**config.mk**
```make
export PLATFORM = sky130hd
export DESIGN_NAME = seg7_scan_ctrl
export DESIGN_NICKNAME = d
export VERILOG_FILES = /design/src/rtl/seg7_pkg.sv /design/src/rtl/seg7_hex_dec.sv /design/src/rtl/seg7_scan_ctrl.sv
export SDC_FILE = /design/constraint.sdc
export NUM_CORES = 1
export LEC_CHECK = 0
export ABC_CLOCK_PERIOD_IN_PS = 6400
export CELL_PAD_IN_SITES_DETAIL_PLACEMENT = 0
export CELL_PAD_IN_SITES_GLOBAL_PLACEMENT = 1
export CORE_MARGIN = 2
export CORE_UTILIZATION = 40
export DETAILED_ROUTE_END_ITERATION = 8
export PLACE_DENSITY_LB_ADDON = 0.2
export RECOVER_POWER = 25
export SKIP_CTS_REPAIR_TIMING = 1
export SYNTH_ARGS = -nofsm -noshare
export SYNTH_HDL_FRONTEND = slang
export SYNTH_SLANG_ARGS = --single-unit
```
**constraint.sdc**
```tcl
create_clock -name clk -period 6.4 [get_ports clk]
set_clock_uncertainty 0.05 [all_clocks]
set_input_delay 1.28 -clock clk [delete_from_list [all_inputs] [get_ports clk]]
set_output_delay 1.28 -clock clk [all_outputs]
set_load 0.02 [all_outputs]
```
**src/rtl/seg7_pkg.sv**
```systemverilog
// Shared types and constants for the 7-segment scan controller and hex decoder.
package seg7_pkg;

  typedef enum logic [1:0] {
    BLANK,
    ON,
    OFF
  } phase_e;

  // Active-high segments packed {a,b,c,d,e,f,g}
  localparam logic [6:0] HEX_SEG [16] = '{
    7'h7E, 7'h30, 7'h6D, 7'h79, 7'h33, 7'h5B, 7'h5F, 7'h70,
    7'h7F, 7'h7B, 7'h77, 7'h1F, 7'h4E, 7'h3D, 7'h4F, 7'h47
  };

  function automatic int cnt_width(input int n);
    if (n <= 2) return 1;
    return $clog2(n);
  endfunction

endpackage

```
**src/rtl/seg7_hex_dec.sv**
```systemverilog
// Combinational hex nibble to 7-segment decoder, shared by display blocks.
module seg7_hex_dec
  import seg7_pkg::*;
(
  input  logic [3:0] nib_i,
  output logic [6:0] seg_o
);

  always_comb begin
    seg_o = HEX_SEG[nib_i];
  end

endmodule

```
**src/rtl/seg7_scan_ctrl.sv**
```systemverilog
// Multiplexed 7-segment scan scheduler with dead-time, PWM brightness and frame-aligned loads.
// Optional leading-zero blanking when SEG7_SCAN_LZB_EN is defined.
module seg7_scan_ctrl
  import seg7_pkg::*;
#(
  parameter int N        = 4,
  parameter int TICK_DIV = 25000,
  parameter int DEAD     = 500,
  parameter int BW       = 4
) (
  input  logic            clk,
  input  logic            rst_n,
  input  logic            load_valid,
  output logic            load_ready,
  input  logic [4*N-1:0]  load_num,
  input  logic [BW-1:0]   load_bright,
  output logic [6:0]      seg,
  output logic [N-1:0]    dig_en,
  output logic            frame_start
);

  localparam int CW   = cnt_width(TICK_DIV);
  localparam int DW   = cnt_width(N);
  localparam int STEP = (TICK_DIV - DEAD) / ((1 << BW) - 1);
  localparam int PW   = CW + BW;

  if (N < 1 || DEAD >= TICK_DIV || STEP < 1) begin : g_bad_params
    $error("seg7_scan_ctrl: need N>=1, DEAD<TICK_DIV and STEP>=1");
  end

  logic [CW-1:0]   c_q, c_d;
  logic [DW-1:0]   d_q, d_d;
  logic [4*N-1:0]  pend_num_q, pend_num_d;
  logic [BW-1:0]   pend_bright_q, pend_bright_d;
  logic            pend_full_q, pend_full_d;
  logic [4*N-1:0]  disp_num_q, disp_num_d;
  logic [BW-1:0]   disp_bright_q, disp_bright_d;
  logic [6:0]      seg_q, seg_d;
  logic [N-1:0]    dig_en_q, dig_en_d;
  logic            frame_start_q, frame_start_d;

  logic            c_wrap, d_last, boundary, accept, commit;
  logic [PW-1:0]   c_ext, on_end;
  phase_e          phase;
  logic [3:0]      cur_nib;
  logic [6:0]      dec_seg;
  logic            digit_vis;
  logic            show;

  assign c_wrap   = (c_q == CW'(TICK_DIV - 1));
  assign d_last   = (d_q == DW'(N - 1));
  assign boundary = c_wrap & d_last;
  assign accept   = load_valid & ~pend_full_q;
  assign commit   = boundary & pend_full_q;

  always_comb begin
    c_d = c_wrap ? '0 : c_q + CW'(1);
    d_d = d_q;
    if (c_wrap) begin
      d_d = d_last ? '0 : d_q + DW'(1);
    end
  end

  // Pending slot is single-entry; an accept on the boundary cycle is held for the next frame.
  always_comb begin
    pend_num_d    = pend_num_q;
    pend_bright_d = pend_bright_q;
    pend_full_d   = pend_full_q;
    disp_num_d    = disp_num_q;
    disp_bright_d = disp_bright_q;
    if (commit) begin
      disp_num_d    = pend_num_q;
      disp_bright_d = pend_bright_q;
      pend_full_d   = 1'b0;
    end else if (accept) begin
      pend_num_d    = load_num;
      pend_bright_d = load_bright;
      pend_full_d   = 1'b1;
    end
  end

  always_comb begin
    c_ext  = PW'(c_q);
    on_end = PW'(DEAD) + PW'(disp_bright_q) * PW'(STEP);
    if (c_ext < PW'(DEAD)) begin
      phase = BLANK;
    end else if (c_ext < on_end) begin
      phase = ON;
    end else begin
      phase = OFF;
    end
  end

  always_comb begin
    cur_nib = '0;
    for (int i = 0; i < N; i++) begin
      if (d_q == DW'(i)) cur_nib = disp_num_q[4*i +: 4];
    end
  end

`ifdef SEG7_SCAN_LZB_EN
  logic [DW-1:0] msd;

  // Digit 0 is always visible so an all-zero value still reads "0".
  always_comb begin
    msd = '0;
    for (int i = 1; i < N; i++) begin
      if (disp_num_q[4*i +: 4] != 4'd0) msd = DW'(i);
    end
  end

  assign digit_vis = (d_q <= msd);
`else
  assign digit_vis = 1'b1;
`endif

  seg7_hex_dec u_hex_dec (
    .nib_i (cur_nib),
    .seg_o (dec_seg)
  );

  assign show = (phase == ON) & digit_vis;

  always_comb begin
    seg_d         = show ? dec_seg : 7'd0;
    frame_start_d = (c_q == '0) && (d_q == '0);
    for (int i = 0; i < N; i++) begin
      dig_en_d[i] = show && (d_q == DW'(i));
    end
  end

  always_ff @(posedge clk) begin
    if (!rst_n) begin
      c_q           <= '0;
      d_q           <= '0;
      pend_num_q    <= '0;
      pend_bright_q <= '0;
      pend_full_q   <= 1'b0;
      disp_num_q    <= '0;
      disp_bright_q <= '0;
      seg_q         <= '0;
      dig_en_q      <= '0;
      frame_start_q <= 1'b0;
    end else begin
      c_q           <= c_d;
      d_q           <= d_d;
      pend_num_q    <= pend_num_d;
      pend_bright_q <= pend_bright_d;
      pend_full_q   <= pend_full_d;
      disp_num_q    <= disp_num_d;
      disp_bright_q <= disp_bright_d;
      seg_q         <= seg_d;
      dig_en_q      <= dig_en_d;
      frame_start_q <= frame_start_d;
    end
  end

  assign load_ready  = ~pend_full_q;
  assign seg         = seg_q;
  assign dig_en      = dig_en_q;
  assign frame_start = frame_start_q;

endmodule
```
==> reports/results.tsv <==
stage	metric	value	unit
outcome	status	finished with violations	
outcome	violations	capacitance limit, slew limit	
placement	gp_congestion	0.834	
worst_setup_path	reg2reg_depth	18	
synthesis	synth_area_leader_cell	dfxtp_1	
hold_path	hold_path.class	reg -> reg	
worst_setup_path	cp_cell_sequence	inv_1 > ha_1 > xnor2_1 > ha_1 > ha_1 > a21o_1 > a21oi_1 > a31oi_1 > o21ai_0 > nand2b_1 > xnor2_1 > ha_1 > nor3_1 > o21ai_0 > a41o_1 > o211ai_1 > o2bb2ai_2 > o221a_2	
worst_setup_path	endpoint_kind	register	
finish	final_util	0.473	
timing	finalHoldViolCount	0	
clock_network	numClockSinks	70	
synthesis	ys_seq_area_frac	0.349	
timing	setup_viol	0	
synthesis	synthXorXnorAreaFrac	0.0480	
routing	wl	8240	um
worst_setup_path	critical_path_peak_fanout	11	
pwr	powerDensity	186	nW/um2
placement	io_buffers	35	
synthesis	synth_nets	541	
placement	dp_slack	2.19	ns
worst_setup_path	r2r-end	seg[1]	
finish	drive_gt1_frac	0.0541	
global_route	first_global_vias	3028	
pwr	switching_share	0.233	
synthesis	synth_mux_area_frac	0.0230	
finish	syn2layout_area_growth	15.2	%
routing	drt-initial-drc-count	112	
routing	ant_nets	0	
synthesis	synth_edf_count	0	
synthesis	synthDominantCellAreaShare	0.349	
synthesis	synth_compound_gate_area_share	0.186	
pwr	combPwrFrac	0.054	
clock_network	clk_pin_slew	0.08	ns
synthesis	synth_warnings	0	
synthesis	synth_top_family_by_area	simple AND/OR/NAND/NOR gates	
placement	hpwl	6050	um
global_route	grt_pass1_wl	14300	um
pwr	seq_power_share	0.524	
hold_path	min_to	disp_bright_q[1]	
timing	worst_slack	2.15	ns
clock_network	clockBufferDepth	2	
finish	diodes	0	
synthesis	synth_fa_ha_area_frac	0.162	
synthesis	synth_flop_cell	dfxtp_1	
timing	max_freq	0.235	GHz
die	io_pins	36	
routing	vias	3122	
pwr	power_frac_clock	0.423	
synthesis	yosysMostFrequentCell	nand2_1	
worst_setup_path	worst-r2r-setup-slack	2.15	ns
synthesis	syn_inst	466	
synthesis	yosys.area_share.simple	0.188	
synthesis	async_flop_share	0	
die	rows	36	
die	start_util	0.411	
run	cap_violations	1	
pwr	netSwitchingPower	0.000201	W
worst_setup_path	reg2reg_from	disp_bright_q[2]	
pwr	p_leak	1.91	nW
hold_path	hold_path_depth	2	
global_route	grt_use_total	0.159	
clock_network	cts_max_level	3	
worst_setup_path	slowest_stage	dfxtp_1	
global_route	grt_max_degree	48	
clock_network	clock_latency	0.34	ns
timing	finalMaxSlewViolations	48	
timing	grt_setup_unrepaired	no	
finish	fillers	1003	
synthesis	synth_common_cells	100 x nand2_1, 70 x dfxtp_1, 52 x ha_1	
hold_path	min_from	pend_bright_q[1]	
routing	drc_errors	0	
clock_network	numCtsBuffers	9	
worst_setup_path	cp.required	6.64	ns
global_route	grt_overflow	0	
pwr	p_int	0.000662	W
worst_setup_path	critPathArrivalTime	4.49	ns
routing	wl_per_cell	13.0	um
timing	relSlewSlack	-0.180	
timing	worst_slew_pin_slew	1.77	ns
die	die_area	10900	um2
clock_network	cts_tree	built	
clock_network	root_buffer	clkbuf_8	
worst_setup_path	path_class	reg -> reg	
worst_setup_path	cp-start-kind	register	
worst_setup_path	slowest_delay	0.50	ns
die	core_area	9770	um2
timing	finalCriticalPeriod	4.25	ns
synthesis	synth-seq-cells	70	
routing	drt_pass1_iterations	6	
finish	finish.net_count	569	
global_route	antenna_found_initial	0	
die	die_w	104	um
finish	seq_area	1400	um2
routing	vias_per_cell	4.94	
timing	post-route-period-util	0.664	
pwr	vdd_ir_drop_max	0.109	mV
timing	totalNegativeSetupSlack	0	ns
synthesis	avgSynthCellArea	8.62	um2
die	die_h	104	um
synthesis	syn_area	4020	um2
synthesis	ys_types	50	
finish	multi_input_area	2420	um2
worst_setup_path	path_common_cell	ha_1	
synthesis	synth.area.top_cells	dfxtp_1 35%, ha_1 16%, nand2_1 9.3%	
==> worst max path at each step <==
stage	from	end
after global placement	disp_bright_q[2]	seg[1]
after global routing	disp_bright_q[2]	seg[1]
final	disp_bright_q[2]	seg[1]
after CTS	disp_bright_q[2]	seg[1]
after detailed placement	disp_bright_q[2]	seg[1]
after floorplan	disp_bright_q[2]	seg[5]
==> critical path, delay by kind of cell, from the launching register on <==
kind / cells / cell delay [ns]
buf+inv: 1 / 0.13
simple gates: 2 / 0.26
xor+xnor: 2 / 0.28
compound gates: 9 / 1.78
fa+ha+maj: 4 / 1.22
flops: 1 / 0.50
==> per-layer routing <==
metal,vias to the layer above,routed length (um),track usage
li1,1647,-,-
met1,1416,4290,0.214
met4,0,108,0.0531
met2,50,3600,0.258
met3,9,240,0.0288
met5,-,0,0
==> sequential cells by signal, summed over array words and instances (netlist names) <==
register	cells
c_q	15
d_q	2
dig_en	4
disp_bright_q	4
disp_num_q	16
frame_start	1
pend_bright_q	4
pend_full_q	1
pend_num_q	16
seg	7
==> per-stage QoR <==
| stage | total power (W) | instances | hold slack, ns | cell area, um2 |
|---|---|---|---|---|
| 2_1_floorplan | 0.000486 | 466 | 0.385 | 4020 |
| 3_5_place_dp | 0.000509 | 616 | 0.401 | 4450 |
| 5_1_grt | 0.000899 | 632 | 0.444 | 4630 |
| 4_1_cts | 0.000876 | 632 | 0.421 | 4650 |
| 3_3_place_gp | 0.000508 | 616 | 0.403 | 4450 |
| 6_report | 0.000863 | 632 | 0.417 | 4630 |
==> cells by family after synthesis <==
kind of cell | after synthesis
xor gates and xnor gates | 22
adders and majority gates | 52
and+or+nand+nor | 165
muxes | 9
buffers and inverters | 43
DFF | 70
AOI/OAI and AO/OA | 105
==> power by group through the flow <==
stage	Sequential [W]	Combinational [W]	Clock, W
after global routing	0.000453	0.0000522	0.000393
final	0.000452	0.0000463	0.000365
after floorplan	0.000461	0.0000248	0
after detailed placement	0.000462	0.0000468	0
after global placement	0.000462	0.0000461	0
after CTS	0.000452	0.0000468	0.000378
==> layout make-up <==
type                       instances  area share
inverter                          24      0.0195
clock buffer                      11      0.0306
tap                              133      0.0360
timing repair buffer              36      0.0760
sequential                        70       0.303
multi-input combinational        353       0.523
clock inverter                     5      0.0124
==> layout by cell type, fill, tap and decap left out, types with 2 or more instances in the layout <==
cell / n
a21boi_0: 37
a21boi_1: 4
mux2i_1: 7
a22oi_1: 2
a21oi_1: 15
clkbuf_8: 10
a211oi_1: 2
dfxtp_1: 70
xnor2_1: 9
nor2b_1: 4
clkinv_2: 2
nand2b_1: 5
and3_1: 3
o21bai_1: 3
and2_1: 4
ha_1: 52
nor3_1: 6
clkbuf_1: 2
nand3_1: 8
o221a_2: 3
clkdlybuf4s50_1: 34
xor2_1: 13
o2111ai_1: 3
o211a_1: 2
a31oi_1: 3
nor4_1: 2
nor2_1: 18
and2_4: 3
o21ai_0: 16
or3_1: 6
inv_1: 24
nand4b_1: 2
o21a_1: 3
a21o_1: 3
nand2_1: 100
mux2_2: 2
Power figures use the tool's default switching activity.
